==> src/rtl/stopwatch_core.sv <==
// MM:SS BCD stopwatch with start/stop/clear control, driven by 1 kHz / 1 Hz divider outputs sampled as data.
// Four-digit active-low multiplexed 7-segment scan; display outputs are registered one cycle after idx/count.
module stopwatch_core #(
  parameter int SCAN_DP_DIGIT = 2
) (
  input  logic       clk_100M,
  input  logic       rst,
  input  logic       clk_1k,
  input  logic       clk_1s,
  input  logic       btn_ss,
  input  logic       btn_clr,
  output logic [3:0] an,
  output logic [7:0] seg,
  output logic       running,
  output logic       wrap
);

  localparam logic [1:0] IDLE   = 2'd0;
  localparam logic [1:0] RUN    = 2'd1;
  localparam logic [1:0] PAUSE  = 2'd2;
  localparam logic [1:0] DP_IDX = 2'(SCAN_DP_DIGIT);

  logic       k_smp, k_prev, s_smp, s_prev;
  logic       ms_tick, sec_tick, advance;
  logic [1:0] state, state_nxt;
  logic [1:0] idx;
  logic [3:0] s1, s10, m1, m10;
  logic [3:0] cur_digit;

  assign ms_tick  = k_smp & ~k_prev;
  assign sec_tick = s_smp & ~s_prev;
  assign running  = (state == RUN);
  // Only ticks seen while already in RUN count; a clear in the same cycle discards the tick.
  assign advance  = sec_tick && (state == RUN) && !btn_clr;

  always_comb begin
    state_nxt = state;
    if (btn_clr) begin
      state_nxt = IDLE;
    end else if (btn_ss) begin
      case (state)
        IDLE:    state_nxt = RUN;
        RUN:     state_nxt = PAUSE;
        PAUSE:   state_nxt = RUN;
        default: state_nxt = IDLE;
      endcase
    end
  end

  always_comb begin
    case (idx)
      2'd0:    cur_digit = s1;
      2'd1:    cur_digit = s10;
      2'd2:    cur_digit = m1;
      default: cur_digit = m10;
    endcase
  end

  function automatic logic [6:0] seg_code(input logic [3:0] d);
    case (d)
      4'd0:    seg_code = 7'b1000000;
      4'd1:    seg_code = 7'b1111001;
      4'd2:    seg_code = 7'b0100100;
      4'd3:    seg_code = 7'b0110000;
      4'd4:    seg_code = 7'b0011001;
      4'd5:    seg_code = 7'b0010010;
      4'd6:    seg_code = 7'b0000010;
      4'd7:    seg_code = 7'b1111000;
      4'd8:    seg_code = 7'b0000000;
      4'd9:    seg_code = 7'b0010000;
      default: seg_code = 7'b1111111;
    endcase
  endfunction

  always_ff @(posedge clk_100M) begin
    if (!rst) begin
      k_smp  <= 1'b0;
      k_prev <= 1'b0;
      s_smp  <= 1'b0;
      s_prev <= 1'b0;
      state  <= IDLE;
      idx    <= 2'd0;
      s1     <= 4'd0;
      s10    <= 4'd0;
      m1     <= 4'd0;
      m10    <= 4'd0;
      wrap   <= 1'b0;
      an     <= 4'b1111;
      seg    <= 8'hFF;
    end else begin
      k_smp  <= clk_1k;
      k_prev <= k_smp;
      s_smp  <= clk_1s;
      s_prev <= s_smp;
      state  <= state_nxt;
      wrap   <= 1'b0;
      if (ms_tick) idx <= idx + 2'd1;
      if (btn_clr) begin
        s1  <= 4'd0;
        s10 <= 4'd0;
        m1  <= 4'd0;
        m10 <= 4'd0;
      end else if (advance) begin
        // Ripple carry across BCD digits; 59:59 rolls to 00:00 and flags wrap.
        if (s1 == 4'd9) begin
          s1 <= 4'd0;
          if (s10 == 4'd5) begin
            s10 <= 4'd0;
            if (m1 == 4'd9) begin
              m1 <= 4'd0;
              if (m10 == 4'd5) begin
                m10  <= 4'd0;
                wrap <= 1'b1;
              end else begin
                m10 <= m10 + 4'd1;
              end
            end else begin
              m1 <= m1 + 4'd1;
            end
          end else begin
            s10 <= s10 + 4'd1;
          end
        end else begin
          s1 <= s1 + 4'd1;
        end
      end
      an  <= ~(4'b0001 << idx);
      seg <= {(idx == DP_IDX) ? 1'b0 : 1'b1, seg_code(cur_digit)};
    end
  end

endmodule

==> config.mk <==
export PLATFORM = sky130hd
export DESIGN_NAME = stopwatch_core
export DESIGN_NICKNAME = d
export VERILOG_FILES = /design/src/rtl/stopwatch_core.sv
export SDC_FILE = /design/constraint.sdc
export NUM_CORES = 1
export LEC_CHECK = 0
export CORE_MARGIN = 3
export CORE_UTILIZATION = 38
export CTS_BUF_LIST = sky130_fd_sc_hd__clkbuf_8
export CTS_CLUSTER_DIAMETER = 60
export DETAILED_ROUTE_END_ITERATION = 12
export DONT_BUFFER_PORTS = 1
export PLACE_DENSITY_LB_ADDON = 0.25
export SYNTH_ARGS = -nofsm -noshare
export SYNTH_HDL_FRONTEND = slang
export SYNTH_SLANG_ARGS = --single-unit
==> constraint.sdc <==
create_clock -name clk_100M -period 2.3 [get_ports clk_100M]
set_input_delay 0.115 -clock clk_100M [delete_from_list [all_inputs] [get_ports clk_100M]]
set_output_delay 0.115 -clock clk_100M [all_outputs]
set_load 0.005 [all_outputs]
==> results of run 1 <==
cells in the mapped netlist, drive strengths merged (2+ instances only):
| cell type | count |
|---|---|
| dfxtp | 36 |
| a21oi | 13 |
| nor2 | 12 |
| inv | 11 |
| nand2 | 10 |
| o21ai | 9 |
| ha | 8 |
| nor2b | 8 |
| clkbuf | 7 |
| mux2i | 7 |
| and2 | 6 |
| nand4 | 5 |
| a222oi | 4 |
| buf | 4 |
| or4 | 4 |
| xnor2 | 4 |
| and3 | 3 |
| and4bb | 3 |
| nand3 | 3 |
| o31ai | 3 |
| xor2 | 3 |
| a211oi | 2 |
| nand2b | 2 |
| nor3b | 2 |
| or3 | 2 |
| or4b | 2 |
flip-flops by register name (all words and copies together) (netlist names):
name,cells
an,3
idx,2
k_prev,1
k_smp,1
m1,4
m10,4
s1,4
s10,4
s_prev,1
s_smp,1
seg,8
state,2
wrap,1
report_power, final:
group | switching, uW | leakage [uW] | total [uW] | internal (uW)
Sequential | 8.90 | 0.000294 | 648 | 639
Combinational | 27.4 | 0.000315 | 49.2 | 21.7
Clock | 211 | 0.0000593 | 528 | 317
Total | 247 | 0.000668 | 1230 | 978
timing repair:
item / in CTS / in global routing
resized for setup: 0 / 5
endpoints found under the hold margin: 19 / 0
setup endpoints to repair: 0 / 5
hold buffers: 4 / 0
routing by layer:
metal / share of wire / vias up / GRT usage / routed length (um)
li1: - / 648 / - / -
met5: 0 / - / 0 / 0
met2: 0.49 / 41 / 0.233 / 1610
met1: 0.44 / 630 / 0.168 / 1470
met3: 0.063 / 4 / 0.0386 / 208
met4: 0.0070 / 0 / 0.0389 / 23
final cells by class:
type	instances	area, sq um	share of cell area
clock inverter	3	38.8	0.0205
clock buffer	5	68.8	0.0363
inverter	11	41.3	0.0218
sequential	36	721	0.380
timing repair buffer	6	55.1	0.0291
tap	50	62.6	0.0330
multi-input combinational	125	907	0.479
worst min path at each step:
stage | start | end | slack, ps | cells after the start
after floorplan | clk_1k | k_smp$_SDFF_PN0_ | 240 | 1
after global placement | rst | an[3]$_SDFF_PN1_ | 190 | 1
after detailed placement | rst | an[3]$_SDFF_PN1_ | 190 | 1
after CTS | rst | seg[6]$_SDFF_PN1_ | 60 | 2
after global routing | rst | seg[6]$_SDFF_PN1_ | 90 | 2
final | rst | seg[6]$_SDFF_PN1_ | 50 | 2
stage by stage:
stage                util  hold WS [ps]  worst slack, ps  total power (uW)
floorplan               -           242              372               696
global placement    0.415           191              280               700
detailed placement  0.415           191              174               703
CTS                 0.451          55.8              149              1240
global route        0.457          86.6             9.75              1280
finish              0.457          54.7              121              1230
cells by family after synthesis:
family | Yosys count | share of synthesized area
simple gates | 66 | 0.238
compound gates | 36 | 0.136
flops | 36 | 0.424
buf+inv | 22 | 0.0567
mux | 8 | 0.0501
fa+ha+maj | 8 | 0.0590
xor+xnor | 7 | 0.0361
==> out/results.tsv, run 1 <==
stage	metric	value	unit
global_routing	grt_max_degree	19	
floorplan	chipWidth	72.8	um
final_layout	final_area	1890	sq um
sta	period_share	0.947	
sta	tightest_slew	473	ps
worst_setup_path	cp.required	2520	ps
sta	rsz0062_at_grt	no	
worst_setup_path	worst_setup_path_start_kind	flip-flop	
placed_design	placed_area	1720	sq um
sta	fmax	459	MHz
routing	drt-total-wl	3310	um
yosys	avgSynthCellArea	9.28	sq um
yosys	ys_warn_count	0	
yosys	synth_area	1700	sq um
routing	firstDrtPassIters	7	
clock_network	cts_setup_buffers	0	
worst_setup_path	path_cells	inv_1, ha_1, a222oi_1, mux2i_1, or4b_4, nand4_1	
worst_setup_path	cp-end-kind	flip-flop	
floorplan	ios	20	
sta	setup_viol	0	
worst_setup_path	worstSetupEndpoint	seg[0]$_SDFF_PN1_	
clock_network	cts-buffers-inserted	5	
global_routing	antenna_found_initial	0	
worst_setup_path	crit_type	reg -> reg	
routing	drc	0	
worst_setup_path	reg2reg_slack	120	ps
floorplan	die_h	72.8	um
worst_setup_path	crit_slowest_cell	or4b_4	
placed_design	dp_hpwl	2380	um
sta	timing.slew.headroom	0.675	
sta	fin_skew	5.28	ps
clock_network	cts_tree	built	
yosys	yosysSeqAreaShare	0.424	
placed_design	numPortBuffers	0	
yosys	synth_edf_count	0	
yosys	synthTopCellsByArea	dfxtp_1 42%, ha_1 5.9%, a21oi_1 3.8%	
floorplan	die_area	5310	sq um
power	ir_drop	0.375	mV
worst_setup_path	worstReg2RegEnd	seg[0]$_SDFF_PN1_	
global_routing	grt_pass1_wl	5720	um
yosys	synthCells	183	
clock_network	clk_pin_slew	70	ps
routing	postRouteAntennaNets	0	
worst_setup_path	path_depth	6	
final_layout	fin_nets	199	
placed_design	gp_congestion	0.782	
final_layout	final_common_cell	dfxtp_1	
worst_setup_path	critical_path.startpoint	idx[1]$_SDFFE_PN0P_	
final_layout	area_growth	11.6	%
global_routing	grt_overflow_total	0	
yosys	ys_async_sr_fraction	0	
floorplan	core-area	4140	sq um
final_layout	final_cell_mix	36 x dfxtp_1, 13 x a21oi_1, 12 x inv_1, 12 x nor2_1, 10 x nand2_1	
clock_network	cts.path.max_buffers	2	
hold_path	hold_path_class	in -> reg	
global_routing	grt_usage	0.137	
sta	setup-tns-final	0	ps
sta	hold_viol_final	0	
floorplan	start_util	0.410	
outcome	status	completed	
routing	viasPerCell	5.61	
routing	drt_iter0_drc	64	
worst_setup_path	max_stage_delay	570	ps
yosys	synth_top_area_share	0.424	
run	maxCapViolCount	0	
clock_network	cts_max_level	2	
routing	vias	1323	
worst_setup_path	worstPathArrival	2390	ps
global_routing	grt_pass1_vias	1279	
yosys	ys.flop_type	dfxtp_1	
worst_setup_path	reg2reg_depth	6	
routing	post_drt_wl_per_cell	14.0	um
sta	min_period	2180	ps
power	leakage	0.000668	uW
placed_design	dp.cells	224	
sta	finalMaxSlewViolations	0	
clock_network	clk_latency	280	ps
yosys	yosys.cell_types.count	41	
final_layout	final_cells	236	
yosys	ys_seq_elements	36	
final_layout	diodes	0	
clock_network	clock-root-buffer	clkbuf_8	
final_layout	fill_cells	423	
worst_setup_path	critical_path.max_fanout	6	
worst_setup_path	path_buf_inv	1	
floorplan	row_count	23	
yosys	synth_fp_nets	197	
worst_setup_path	cpLargestDelayFamily	simple AND/OR/NAND/NOR gates	
worst_setup_path	r2r-start	idx[1]$_SDFFE_PN0P_	
yosys	yosysTopAreaCell	dfxtp_1	
clock_network	clock_sinks	36	
final_layout	drive_gt1_frac	0.102	
power	power.density	647	nW/um^2
(Power assumes the default switching activity.)
==> run 2: changes to the inputs <==
Settings changed: RECOVER_POWER set to 100.
Clock period 2.3 ns to 2 ns, I/O delays scaled along.
==> run 2 against run 1 <==
Count of clock-buffer cells in the layout up 1. Utilization up 2.4 points. First-iteration DRC count up 38%. Hold slack worse by 11 ps. Clock power down 2%. Critical path depth unchanged. Maximum frequency up 14%. Critical endpoint unchanged.
==> out/results.tsv, run 2 (synthesis results as in run 1) <==
stage	metric	value	unit	change
outcome	status	completed		
worst_setup_path	critical_path.max_fanout	6		unchanged
placed_design	numPortBuffers	0		unchanged
placed_design	placed_area	1770	sq um	+3.1%
sta	hold_viol_final	0		unchanged
worst_setup_path	reg2reg_slack	90	ps	-40 ps
clock_network	clk_latency	280	ps	about the same
final_layout	drive_gt1_frac	0.179		+0.0773
routing	viasPerCell	5.56		-0.91%
sta	min_period	1910	ps	-264 ps
global_routing	grt_overflow_total	0		unchanged
worst_setup_path	r2r-start	idx[1]$_SDFFE_PN0P_		
hold_path	hp-start	rst		
sta	rsz0062_at_grt	yes		
clock_network	clock_sinks	36		unchanged
clock_network	cts_tree	built		
final_layout	area_growth	17.3	%	
clock_network	clk_pin_slew	70	ps	about the same
routing	drc	0		unchanged
final_layout	final_common_cell	dfxtp_1		
routing	vias	1361		+2.9%
final_layout	final_area	1990	sq um	+5.2%
routing	post_drt_wl_per_cell	14.2	um	+1.5%
hold_path	hold_path_class	in -> reg		
final_layout	multi_input_comb_area	945	sq um	+4.1%
global_routing	antenna_found_initial	0		unchanged
worst_setup_path	worst_setup_path_start_kind	flip-flop		
floorplan	ios	20		unchanged
sta	tightest_slew	497	ps	+23.4 ps
placed_design	dp.cells	231		+3.1%
sta	setup_viol	0		unchanged
worst_setup_path	crit_type	reg -> reg		
floorplan	start_util	0.410		unchanged
floorplan	row_count	23		unchanged
final_layout	fin_nets	208		+4.5%
final_layout	largest_register_ffs	8		unchanged
final_layout	diodes	0		unchanged
worst_setup_path	worstPathArrival	2140	ps	-250 ps
sta	fin_skew	6.01	ps	+0.731 ps
final_layout	regMostFlops	seg		
power	ir_drop	0.344	mV	-8.2%
routing	drt-total-wl	3480	um	+5.3%
worst_setup_path	cp-end-kind	flip-flop		
final_layout	final_cell_mix	34 x dfxtp_1, 13 x a21oi_1, 12 x nor2_1		
worst_setup_path	worstReg2RegEnd	seg[0]$_SDFF_PN1_		
routing	firstDrtPassIters	5		-2
final_layout	ff_latch_area	726	sq um	+0.69%
power	power.density	669	nW/um^2	+3.4%
floorplan	die_h	72.8	um	unchanged
placed_design	dp_hpwl	2440	um	+2.5%
routing	postRouteAntennaNets	0		unchanged
power	leakage	0.000716	uW	+7.2%
global_routing	grt_usage	0.147		+0.0101
sta	fmax	522	MHz	+14%
clock_network	cts_max_level	2		unchanged
global_routing	grt_max_degree	19		unchanged
clock_network	clock-root-buffer	clkbuf_8		
floorplan	core-area	4140	sq um	unchanged
worst_setup_path	reg2reg_depth	6		unchanged
placed_design	place_ws	-32.8	ps	-207 ps
placed_design	gp_congestion	0.741		-5.3%
floorplan	die_area	5310	sq um	unchanged
sta	hold_ws	43.7	ps	-11.0 ps
hold_path	whs_path_depth	2		unchanged
worst_setup_path	cp.required	2220	ps	-300 ps
global_routing	grt_pass1_vias	1327		+3.8%
final_layout	final_cells	245		+3.8%
floorplan	chipWidth	72.8	um	unchanged
run	maxCapViolCount	0		unchanged
hold_path	min_to	seg[6]$_SDFF_PN1_		
sta	setup-tns-final	0	ps	unchanged
sta	setup_ws	85.4	ps	-35.8 ps
final_layout	fill_cells	387		-8.5%
sta	finalMaxSlewViolations	0		unchanged
sta	timing.slew.headroom	0.668		-0.00768
global_routing	grt_pass1_wl	6030	um	+5.4%
clock_network	cts-buffers-inserted	5		unchanged
clock_network	cts.path.max_buffers	2		unchanged
routing	drt_iter0_drc	88		+38%
sta	period_share	0.957		+0.00999
run 2: layer usage:
| metal | global-route usage | wire length [um] | part of all wire | up-vias |
|---|---|---|---|---|
| li1 | - | - | - | 669 |
| met5 | 0 | 0 | 0 | - |
| met3 | 0.0620 | 204 | 0.059 | 6 |
| met2 | 0.234 | 1740 | 0.50 | 32 |
| met4 | 0.0492 | 55 | 0.016 | 0 |
| met1 | 0.178 | 1480 | 0.43 | 654 |
run 2: cell type report:
cell class / instances / share of cell area
multi-input combinational: 125 / 0.474
clock inverter: 2 / 0.00377
inverter: 11 / 0.0232
timing repair buffer: 15 / 0.0616
sequential: 36 / 0.364
clock buffer: 6 / 0.0415
tap: 50 / 0.0314
run 2: metrics by stage:
| stage | power, uW | utilization |
|---|---|---|
| after CTS | 1340 | 0.463 |
| after detailed placement | 812 | 0.428 |
| after floorplan | 800 | - |
| after global placement | 809 | 0.428 |
| final | 1330 | 0.481 |
| after global routing | 1400 | 0.481 |
run 2: how the worst max path moves through the flow:
stage / from / to / slack, ps / cells past startpoint
finish: idx[1]$_SDFFE_PN0P_ / seg[0]$_SDFF_PN1_ / 90 / 6
global route: idx[1]$_SDFFE_PN0P_ / seg[6]$_SDFF_PN1_ / -60 / 7
CTS: idx[0]$_SDFFE_PN0P_ / seg[5]$_SDFF_PN1_ / 6 / 7
detailed placement: idx[0]$_SDFFE_PN0P_ / seg[0]$_SDFF_PN1_ / -30 / 6
global placement: idx[1]$_SDFFE_PN0P_ / seg[0]$_SDFF_PN1_ / 60 / 6
floorplan: idx[1]$_SDFFE_PN0P_ / seg[0]$_SDFF_PN1_ / 70 / 6
run 2: repair_timing:
| action | 4_1_cts | 5_1_grt |
|---|---|---|
| endpoints found under the setup margin | 5 | 8 |
| pin swaps | 1 | 8 |
| hold buffers | 4 | 0 |
| hold endpoints to repair | 19 | 0 |
| setup buffers | 1 | 1 |
| gates resized for setup | 3 | 18 |
run 2: worst max-delay path: stages, from the launching register on:
cell	delay (ps)
dfxtp_2	350
inv_4	50
ha_4	160
a222oi_1	410
mux2i_2	210
or4b_4	550
nand4_1	110
run 2: power breakdown:
part	internal [uW]	leakage [uW]	switching [uW]
Clock	271	0.0000538	244
Combinational	35.0	0.000367	35.6
Sequential	735	0.000295	11.3
Total	1040	0.000716	291
